$ cat src/rtl/cv32e40x_aes_share_issue.sv
// Issue stage for a masked saes32 FU: holds the request, splits the selected state byte into two
// DOM shares and returns the FU result after a fixed latency. Define CV32E40X_AES_SHARE_MASK_EN
// to enable the randomness LFSR; otherwise the mask and randomness outputs are tied to zero.
module cv32e40x_aes_share_issue #(
  parameter int unsigned SBOX_LATENCY = 4,
  parameter logic [47:0] LFSR_SEED    = 48'h0000_C0DE_A5E5
) (
  input  logic        clk,
  input  logic        reset_n,
  input  logic        req_valid_i,
  output logic        req_ready_o,
  input  logic [31:0] req_rs1_i,
  input  logic [31:0] req_rs2_i,
  input  logic [1:0]  req_bs_i,
  input  logic [1:0]  req_op_i,
  input  logic        flush_i,
  output logic        fu_valid_o,
  output logic [31:0] fu_rs1_o,
  output logic [31:0] fu_rs2_o,
  output logic [31:0] fu_rs3_o,
  output logic [1:0]  fu_bs_o,
  output logic        fu_op_decs_o,
  output logic        fu_op_decsm_o,
  output logic        fu_op_encs_o,
  output logic        fu_op_encsm_o,
  output logic [35:0] fu_randombits_o,
  input  logic [31:0] fu_rd_i,
  output logic        rsp_valid_o,
  input  logic        rsp_ready_i,
  output logic [31:0] rsp_rd_o,
  output logic        busy_o
);

  localparam int unsigned CntW = (SBOX_LATENCY > 0) ? $clog2(SBOX_LATENCY + 1) : 1;
  localparam logic [CntW-1:0] CntInit = CntW'(SBOX_LATENCY);

  typedef enum logic [1:0] {StIdle, StBusy, StResp} state_e;

  state_e          state_q, state_d;
  logic [CntW-1:0] cnt_q, cnt_d;
  logic [31:0]     rs1_q;
  logic [7:0]      xm_q;
  logic [7:0]      mask_q;
  logic [1:0]      bs_q;
  logic [1:0]      op_q;
  logic [31:0]     rsp_rd_q;

  logic            accept;
  logic            rsp_load;
  logic [7:0]      sel_byte;
  logic [7:0]      mask;
  logic [35:0]     rand_bits;

`ifdef CV32E40X_AES_SHARE_MASK_EN
  // An all-zero seed would lock the LFSR, so it is replaced by 1.
  localparam logic [47:0] SeedEff = (LFSR_SEED == 48'h0) ? 48'h1 : LFSR_SEED;

  logic [47:0] lfsr_q;

  always_ff @(posedge clk or negedge reset_n) begin
    if (!reset_n) begin
      lfsr_q <= SeedEff;
    end else begin
      lfsr_q <= {lfsr_q[46:0], lfsr_q[47] ^ lfsr_q[46] ^ lfsr_q[20] ^ lfsr_q[19]};
    end
  end

  assign mask      = lfsr_q[7:0];
  assign rand_bits = lfsr_q[43:8];
`else
  logic unused_seed;
  assign unused_seed = ^LFSR_SEED;
  assign mask        = 8'h00;
  assign rand_bits   = 36'h0;
`endif

  assign req_ready_o = (state_q == StIdle) || ((state_q == StResp) && rsp_ready_i);
  assign accept      = req_valid_i && req_ready_o && !flush_i;
  assign rsp_load    = (state_q == StBusy) && (cnt_q == '0) && !flush_i;
  assign rsp_valid_o = (state_q == StResp);
  assign rsp_rd_o    = rsp_rd_q;
  assign busy_o      = (state_q != StIdle);

  always_comb begin
    sel_byte = 8'h00;
    case (req_bs_i)
      2'd0:    sel_byte = req_rs2_i[7:0];
      2'd1:    sel_byte = req_rs2_i[15:8];
      2'd2:    sel_byte = req_rs2_i[23:16];
      default: sel_byte = req_rs2_i[31:24];
    endcase
  end

  always_comb begin
    state_d = state_q;
    cnt_d   = cnt_q;
    case (state_q)
      StIdle: ;
      StBusy: begin
        if (cnt_q == '0) begin
          state_d = StResp;
        end else begin
          cnt_d = cnt_q - CntW'(1);
        end
      end
      StResp: begin
        if (rsp_ready_i) begin
          state_d = StIdle;
        end
      end
      default: state_d = StIdle;
    endcase
    if (accept) begin
      state_d = StBusy;
      cnt_d   = CntInit;
    end
    // Flush overrides both the normal sequencing and a simultaneous accept.
    if (flush_i) begin
      state_d = StIdle;
      cnt_d   = '0;
    end
  end

  always_ff @(posedge clk or negedge reset_n) begin
    if (!reset_n) begin
      state_q  <= StIdle;
      cnt_q    <= '0;
      rs1_q    <= '0;
      xm_q     <= '0;
      mask_q   <= '0;
      bs_q     <= '0;
      op_q     <= '0;
      rsp_rd_q <= '0;
    end else begin
      state_q <= state_d;
      cnt_q   <= cnt_d;
      if (accept) begin
        rs1_q  <= req_rs1_i;
        xm_q   <= sel_byte ^ mask;
        mask_q <= mask;
        bs_q   <= req_bs_i;
        op_q   <= req_op_i;
      end
      if (rsp_load) begin
        rsp_rd_q <= fu_rd_i;
      end
    end
  end

  always_comb begin
    fu_valid_o      = 1'b0;
    fu_rs1_o        = '0;
    fu_rs2_o        = '0;
    fu_rs3_o        = '0;
    fu_bs_o         = '0;
    fu_op_encs_o    = 1'b0;
    fu_op_encsm_o   = 1'b0;
    fu_op_decs_o    = 1'b0;
    fu_op_decsm_o   = 1'b0;
    fu_randombits_o = '0;
    if (state_q == StBusy) begin
      fu_valid_o      = 1'b1;
      fu_rs1_o        = rs1_q;
      fu_rs2_o        = {xm_q, xm_q, 16'h0000};
      fu_rs3_o        = {16'h0000, mask_q, mask_q};
      fu_bs_o         = bs_q;
      fu_randombits_o = rand_bits;
      case (op_q)
        2'b00:   fu_op_encs_o  = 1'b1;
        2'b01:   fu_op_encsm_o = 1'b1;
        2'b10:   fu_op_decs_o  = 1'b1;
        default: fu_op_decsm_o = 1'b1;
      endcase
    end
  end

endmodule

$ cat config.mk
export PLATFORM = sky130hd
export DESIGN_NAME = cv32e40x_aes_share_issue
export DESIGN_NICKNAME = d
export VERILOG_FILES = /design/src/rtl/cv32e40x_aes_share_issue.sv
export SDC_FILE = /design/constraint.sdc
export NUM_CORES = 1
export LEC_CHECK = 0
export CAP_MARGIN = 10
export CORE_UTILIZATION = 33
export DETAILED_ROUTE_END_ITERATION = 8
export GPL_TIMING_DRIVEN = 0
export PLACE_DENSITY = 0.77
export SETUP_SLACK_MARGIN = 0.5
export SYNTH_ARGS = -nofsm -noshare
export SYNTH_HDL_FRONTEND = slang
export SYNTH_SLANG_ARGS = --single-unit
$ cat constraint.sdc
create_clock -name clk -period 1.55 [get_ports clk]
set_input_delay 0.31 -clock clk [delete_from_list [all_inputs] [get_ports clk]]
set_output_delay 0.31 -clock clk [all_outputs]
set_load 0.005 [all_outputs]
==> impl_results.md, run 1 <==
* Status: finished, violations left
* Failing checks: hold timing, setup timing
* Slew Limit Headroom at between 60% and 70%
* Fmax at 528 MHz
* Final hold vios at 39
* Non-Filler Instances at 880
* Global-route wire length before repair at ~18000 um
* Seq cells post-synth at 81
* Final Cell Area at slightly above 8000 um2
* Die H at 117 um
* Most used cell along the critical path: buf_6
* DRC at 0
* Filler cells at a little under 1000
* Period utilization at 122%
* CP Cell Sequence: buf_4 > buf_6 > nor2b_4 > nor4b_4 > buf_6 > buf_12 > buf_16 > mux2_2
* Routability Congestion at 0.686
* Slew Limit Fails at 0
* Fin crit period at 1890 ps
* Worst setup path category: register to register
* Tightest Pin Transition at roughly 530 ps
* Final hold slack at -57.1 ps
* Required @ worst endpoint at 1770 ps
* DR iter-0 viols at between 60 and 70
* CTS max path bufs at 2
* Die W at ~120 um
* Hold crit path type: input pin to asynchronous set/reset pin
* CTS tree: built
* P&R area growth vs syn at 89.6%
* Setup TNS at -33910 ps
* # setup viols final at 135
* Yosys Warn Count at 0
* Clk_skew at 8.58 ps
* Cell family with most CP delay: buffers and inverters
* Clock root buffer master: clkbuf_16
* Initial Util at 34.2%
* Peak VDD IR at 0.987 mV
* Final worst setup slack at -343 ps
* Dpl ws at -823 ps
* CP Launch Type: register
* Leakage at 4.13 nW
* GRT Residual Overflow at 0
* Syn Inst Count at 351
* Htree depth at 3
* Max cap viols at 0
* Die area at 13700 um2
* Total track usage at 18.1%
* Largest net degree at the start of global routing at 43
* Vias/cell at 4.20
* Nets at about 810
* Number of global-route vias before repair at 3537
* Synth unique cells at 32
* Critical Path AT at ~2100 ps
* Wire per inst at roughly 15 um
* Core Region at 12800 um2
* Avg Cell Area, Syn at 12.5 um2
* DP Area at 6990 um2
* CP max stage delay at about 400 ps
* Mapped Area at 4370 um2
* Ports at 279
* DP HPWL at between 8000 and 9000 um
* TritonRoute pass-1 iters at 4
* Power per cell area at slightly below 1000 nW/um2
* DR vias at 3697
* Worst path bufs/invs at 5
* Final wirelength at 13100 um
* Critical path launch point: state_q[1]$_DFFE_PN0P_
* Most frequent cells in the layout: 112 x buf_4, 100 x clkdlybuf4s50_1, 84 x conb_1, 80 x dfrtp_1, 71 x buf_6
* ANT cells at 0
* Share of layout cells above drive strength 1 at 58.3%
* Clock latency on the worst-skew pair at roughly 340 ps
* Reg-to-Reg Start: state_q[1]$_DFFE_PN0P_
* Site row count at 41
* Initial antenna violation count at 0
* Critical Path Fanout Max at 7
* Commonest non-fill, non-tap cell in the layout: buf_4
* Placed insts at 798
* Crit. End Element: register
* Num CTS Buffers at 9
* Sink Count at 81
* Setup repair after global routing missed its margin: true
* Clk pin slew, worst setup/hold paths at about 60 ps
* Post-route ant nets at 0
* Slowest cell on crit path: dfrtp_1
* Port-buffer cells at 191
* Seq/Total Area, Yosys at 46.4%
repair_timing:
item,in CTS,in global routing
setup endpoints to repair,171,171
cloned,10,0
pin swaps,37,5
hold endpoints to repair,39,39
setup buffers,37,21
gates resized for setup,520,28
metal layers:
layer / up-vias / GRT usage (%) / part of all wire [%]
li1: 1703 / - / -
met1: 1790 / 21.3 / 38
met2: 186 / 31.2 / 53
met3: 18 / 6.44 / 7.7
met4: 0 / 5.06 / 1.7
met5: - / 0 / 0
where the power goes:
part	switching [W]	leakage (nW)	internal, W
logic	0.000962	3.05	0.00215
registers	0.000340	0.962	0.00269
clock network	0.000830	0.124	0.00106
final cells by class:
class                   instances  area (um2)  area share [%]
clock buffers                  10         229            2.76
plain buffers                 107         947            11.4
well taps                     172         215            2.60
inverters                       5        31.3           0.377
repair buffers                260        2570            31.1
flip-flops and latches         81        2030            24.5
clock inverters                 4        22.5           0.272
multi-input cells             241        2240            27.0
stage by stage:
step | hold WS, ps | total power, W | util (%)
3_3_place_gp | 465 | 0.00554 | 54.6
4_1_cts | -37.6 | 0.00783 | 62.7
5_1_grt | -14.5 | 0.00845 | 64.9
6_report | -57.1 | 0.00803 | 64.9
3_5_place_dp | 326 | 0.00562 | 54.7
2_1_floorplan | 14.4 | 0.00419 | -
Yosys cell counts:
library cell | n | area (um2)
nor2_1 | 4 | 15.0
nor2b_1 | 2 | 12.5
a31oi_1 | 1 | 6.26
or2_2 | 1 | 6.26
nand2_1 | 3 | 11.3
a22oi_1 | 1 | 7.51
mux2_2 | 71 | 800
or4_1 | 1 | 7.51
ha_1 | 2 | 25.0
a21oi_1 | 1 | 5.00
o21ai_0 | 3 | 15.0
a221oi_1 | 1 | 8.76
and3_1 | 1 | 6.26
mux4_2 | 8 | 180
nand3_1 | 2 | 10.0
dfrtp_1 | 81 | 2030
nor3_1 | 1 | 5.00
mux2_1 | 5 | 56.3
nor2b_4 | 1 | 13.8
buf_2 | 2 | 10.0
or3b_2 | 1 | 8.76
clkbuf_1 | 4 | 15.0
nor3_4 | 1 | 16.3
nor4b_4 | 1 | 23.8
conb_1 | 1 | 3.75
inv_1 | 5 | 18.8
nand2b_1 | 2 | 12.5
buf_1 | 1 | 3.75
buf_6 | 5 | 56.3
buf_4 | 95 | 713
and2_1 | 42 | 263
and4b_1 | 1 | 10.0
flip-flops by register name (all words and copies together), names as in the netlist:
register	flops
rs1_q	32
rsp_rd_o	32
xm_q	8
cnt_q	3
bs_q	2
op_q	2
state_q	2
path summary, 6_finish.rpt:
path                                            to  slack [ps]  cells after the start
hold / removal             rsp_rd_o[6]$_DFFE_PN0P_         -60                      1
setup reg to reg             rs1_q[18]$_DFFE_PN0P_        -340                      8
setup / recovery             rs1_q[18]$_DFFE_PN0P_        -340                      8
hold reg to reg              rs1_q[26]$_DFFE_PN0P_         500                      1
max in group asynchronous     rs1_q[6]$_DFFE_PN0P_         980                      2
min in group clk            state_q[0]$_DFFE_PN0P_         160                      2
cells by family (layout without fill, tap and decap cells):
group                      Yosys count  in the layout  synth area share [%]
other                                1             84                0.0858
AOI/OAI and AO/OA                    7              7                 0.973
buffers and inverters              112            386                  18.7
adders and majority gates            2              2                 0.572
muxes                               84             84                  23.7
DFF                                 81             81                  46.4
and+or+nand+nor                     64             64                  9.64
Note: power is estimated with default switching activity, not from simulation.
==> run 2: changes to the inputs <==
--- a/config.mk
+++ b/config.mk
@@ -10,6 +10,7 @@
 export DETAILED_ROUTE_END_ITERATION = 8
 export GPL_TIMING_DRIVEN = 0
 export PLACE_DENSITY = 0.77
+export REMOVE_ABC_BUFFERS = 1
 export SETUP_SLACK_MARGIN = 0.5
 export SYNTH_ARGS = -nofsm -noshare
 export SYNTH_HDL_FRONTEND = slang
==> constraint.sdc (replaced) <==
create_clock -name clk -period 1.6 [get_ports clk]
set_input_delay 0.32 -clock clk [delete_from_list [all_inputs] [get_ports clk]]
set_output_delay 0.32 -clock clk [all_outputs]
set_load 0.005 [all_outputs]
==> run 2 against run 1 <==
- the flow still finishes with violations (hold timing, setup timing)
- core utilization shrank 3.6 points
- sequential cell count did not move
- cell area is 5.5% lower
- non-clock buffer count down 87
- first-iteration DRC count grew 110%
- final cell count shrank 9.7%
- count of clock-buffer cells in the layout decreased by 1
- sequential share of layout area increased by 1.4 points
- via count shrank 7.2%
- highest routed layer unchanged
==> impl_results.md, run 2 (synthesized netlist as in run 1, its figures left out) <==
* Metal1 wirelength at 5650 um (+13%)
* CTS tree: built
* Clock root buffer master: clkbuf_16
* Sequential Power Share at 36.5% (-1.2 points)
* Power per cell area at 1030 nW/um2 (+5.8%)
* Crit. End Element: primary output
* Sink Count at 81 (unchanged)
* Tightest Pin Transition at 588 ps (+53.8 ps)
* Nets at 726 (-11%)
* CTS max path bufs at 2 (unchanged)
* Commonest non-fill, non-tap cell in the layout: clkdlybuf4s50_1
* DR iter-0 viols at 138 (+110%)
* Fmax at 498 MHz
* Int Pwr at 0.00590 W (about the same)
* Reg2Reg Depth at 9 (+1)
* Max cap viols at 0 (unchanged)
* Htree depth at 3 (unchanged)
* Critical Path Fanout Max at 8 (+1)
* Port-buffer cells at 194 (+1.6%)
* ANT cells at 0 (unchanged)
* Core Region at 12800 um2 (unchanged)
* DR vias at 3430 (-7.2%)
* Final wirelength at 13700 um (+4.7%)
* P&R area growth vs syn at 79.2%
* Num CTS Buffers at 9 (unchanged)
* Slew Limit Headroom at 60.8% (-3.6 points)
* DP HPWL at 8040 um (-6.0%)
* Most used cell along the critical path: buf_6
* Status: finished, violations left
* Part of the power in the clock network at 25.1% (+1.6 points)
* Slowest cell on crit path: dfrtp_1
* Worst setup path category: register to primary output
* Wire per inst at 17.2 um (+16%)
* Failing checks: hold timing, setup timing
* WL met3 at 614 um (-39%)
* GRT Residual Overflow at 0 (unchanged)
* Logic pwr share at 38.4% (-0.4 points)
* Setup TNS at -40880 ps (-6960 ps)
* Met2 WL post-DR at 7140 um (+3.8%)
* Final hold slack at -66.3 ps (-9.24 ps)
* CP Launch Type: register
* Initial Util at 34.2% (unchanged)
* Number of global-route vias before repair at 3552 (+0.42%)
* Clk_skew at 3.69 ps (-4.89 ps)
* Worst r2r dst: rsp_rd_o[12]$_DFFE_PN0P_
* Critical Path AT at 1690 ps (-420 ps)
* Site row count at 41 (unchanged)
* Sw frac at 26.5% (-0.041 points)
* CP max stage delay at 370 ps (-30 ps)
* Period utilization at 125%
* Dpl ws at -954 ps (-131 ps)
* Share of layout cells above drive strength 1 at 55.2% (-3.1 points)
* Uppermost routed layer: met4
* Clk pin slew, worst setup/hold paths at 60 ps (about the same)
* TritonRoute pass-1 iters at 4 (unchanged)
* Slew Limit Fails at 0 (unchanged)
* Die W at 117 um (unchanged)
* Vias/cell at 4.31 (+2.7%)
* Final Cell Area at 7840 um2 (-5.5%)
* Die area at 13700 um2 (unchanged)
* Total track usage at 19.7% (+1.6 points)
* Most frequent cells in the layout: 101 x clkdlybuf4s50_1, 84 x conb_1, 80 x dfrtp_1, 78 x buf_6, 74 x mux2_4
* Global-route wire length before repair at 19700 um (+7.1%)
* Final worst setup slack at -408 ps (-65.0 ps)
* DRC at 0 (unchanged)
* DP Area at 6160 um2 (-12%)
* Hold crit path type: input pin to asynchronous set/reset pin
* Ports at 279 (unchanged)
* Required @ worst endpoint at 1280 ps (-490 ps)
* P_sw at 0.00213 W (-0.12%)
* Final hold vios at 32 (-18%)
* Peak VDD IR at 0.772 mV (-22%)
* Post-route ant nets at 0 (unchanged)
* Largest net degree at the start of global routing at 50 (+16%)
* Reg-to-Reg Start: state_q[1]$_DFFE_PN0P_
* # setup viols final at 134 (-0.74%)
* Fin crit period at between 2000 and 2500 ps
* Die H at 117 um (unchanged)
* Clock latency on the worst-skew pair at 330 ps (about the same)
* Leakage at 3.74 nW (-9.5%)
* Routability Congestion at 0.788 (+15%)
* R2R Setup Slk at -340 ps (about the same)
* CP Cell Sequence: nand2b_4 > clkinvlp_4 > buf_6 > buf_12 > buf_16 > and2_4 > buf_6
* Initial antenna violation count at 0 (unchanged)
* Setup repair after global routing missed its margin: true
==> run 2: cell count changes in the layout (fill, tap and decap cells not counted), moves of 6 or more <==
cell | before | now
buf_4 | 112 | 33
and2_1 | 13 | 0
and2_4 | 29 | 42
buf_2 | 51 | 39
buf_6 | 71 | 78
mux2_2 | 9 | 2
mux2_4 | 67 | 74
clkbuf_8 | 6 | 0
==> run 2: repair_timing <==
item                                   in CTS  in global routing
setup buffers                              43                 28
gates resized for setup                   556                 48
setup endpoints to repair                 171                171
gates cloned                               10                  0
endpoints found under the hold margin      32                 32
pin swaps                                  51                  2
==> run 2: cell type report <==
class,count,area (um2)
Inverter,5,22.5
Fill cell,951,4940
Clock buffer,9,225
Tap cell,172,215
Sequential cell,81,2030
Timing Repair inverter,1,7.51
Multi-Input combinational cell,241,2330
Clock inverter,6,60.1
Timing Repair Buffer,280,2950
==> run 2: worst max path at each step <==
stage | start | end | cells after the start
CTS | state_q[0]$_DFFE_PN0P_ | fu_rs2_o[26] | 7
global route | state_q[0]$_DFFE_PN0P_ | fu_rs2_o[16] | 7
finish | state_q[1]$_DFFE_PN0P_ | fu_rs2_o[26] | 7
floorplan | state_q[1]$_DFFE_PN0P_ | bs_q[0]$_DFFE_PN0P_ | 3
detailed placement | state_q[0]$_DFFE_PN0P_ | fu_rs2_o[31] | 5
global placement | reset_n | rsp_rd_o[26]$_DFFE_PN0P_ | 1
==> run 2: per-stage QoR <==
stage,total power (W),utilization (%),cells
2_1_floorplan,0.00365,-,327
3_3_place_gp,0.00494,47.3,693
3_5_place_dp,0.00508,48.2,699
4_1_cts,0.00769,58.5,767
5_1_grt,0.00843,61.3,795
6_report,0.00803,61.3,795
==> run 2: power by group through the flow <==
stage / Clock, W / Sequential (W) / Combinational (W)
detailed placement: 0 / 0.00292 / 0.00215
global route: 0.00215 / 0.00299 / 0.00329
floorplan: 0 / 0.00288 / 0.000762
global placement: 0 / 0.00288 / 0.00206
CTS: 0.00207 / 0.00291 / 0.00271
finish: 0.00202 / 0.00293 / 0.00308
==> run 2: routing by layer <==
metal	vias to the layer above	GRT usage [%]
met4	0	8.69
met2	155	33.8
met5	-	0
li1	1536	-
met3	21	3.81
met1	1718	24.2
==> run 2: worst max-delay path: cells and delay by family (launching register included) <==
family / cells / cell delay [ps]
AND/OR/NAND/NOR: 2 / 320
buffers and inverters: 5 / 650
flip-flops: 1 / 370
==> run 3: changes to the inputs <==
--- a/config.mk
+++ b/config.mk
@@ -5,6 +5,7 @@
 export SDC_FILE = /design/constraint.sdc
 export NUM_CORES = 1
 export LEC_CHECK = 0
+export ABC_AREA = 0
 export CAP_MARGIN = 10
 export CORE_UTILIZATION = 33
 export DETAILED_ROUTE_END_ITERATION = 8
==> results of run 3 <==
No change in the layout: final DEF, timing and power equal those of run 2.
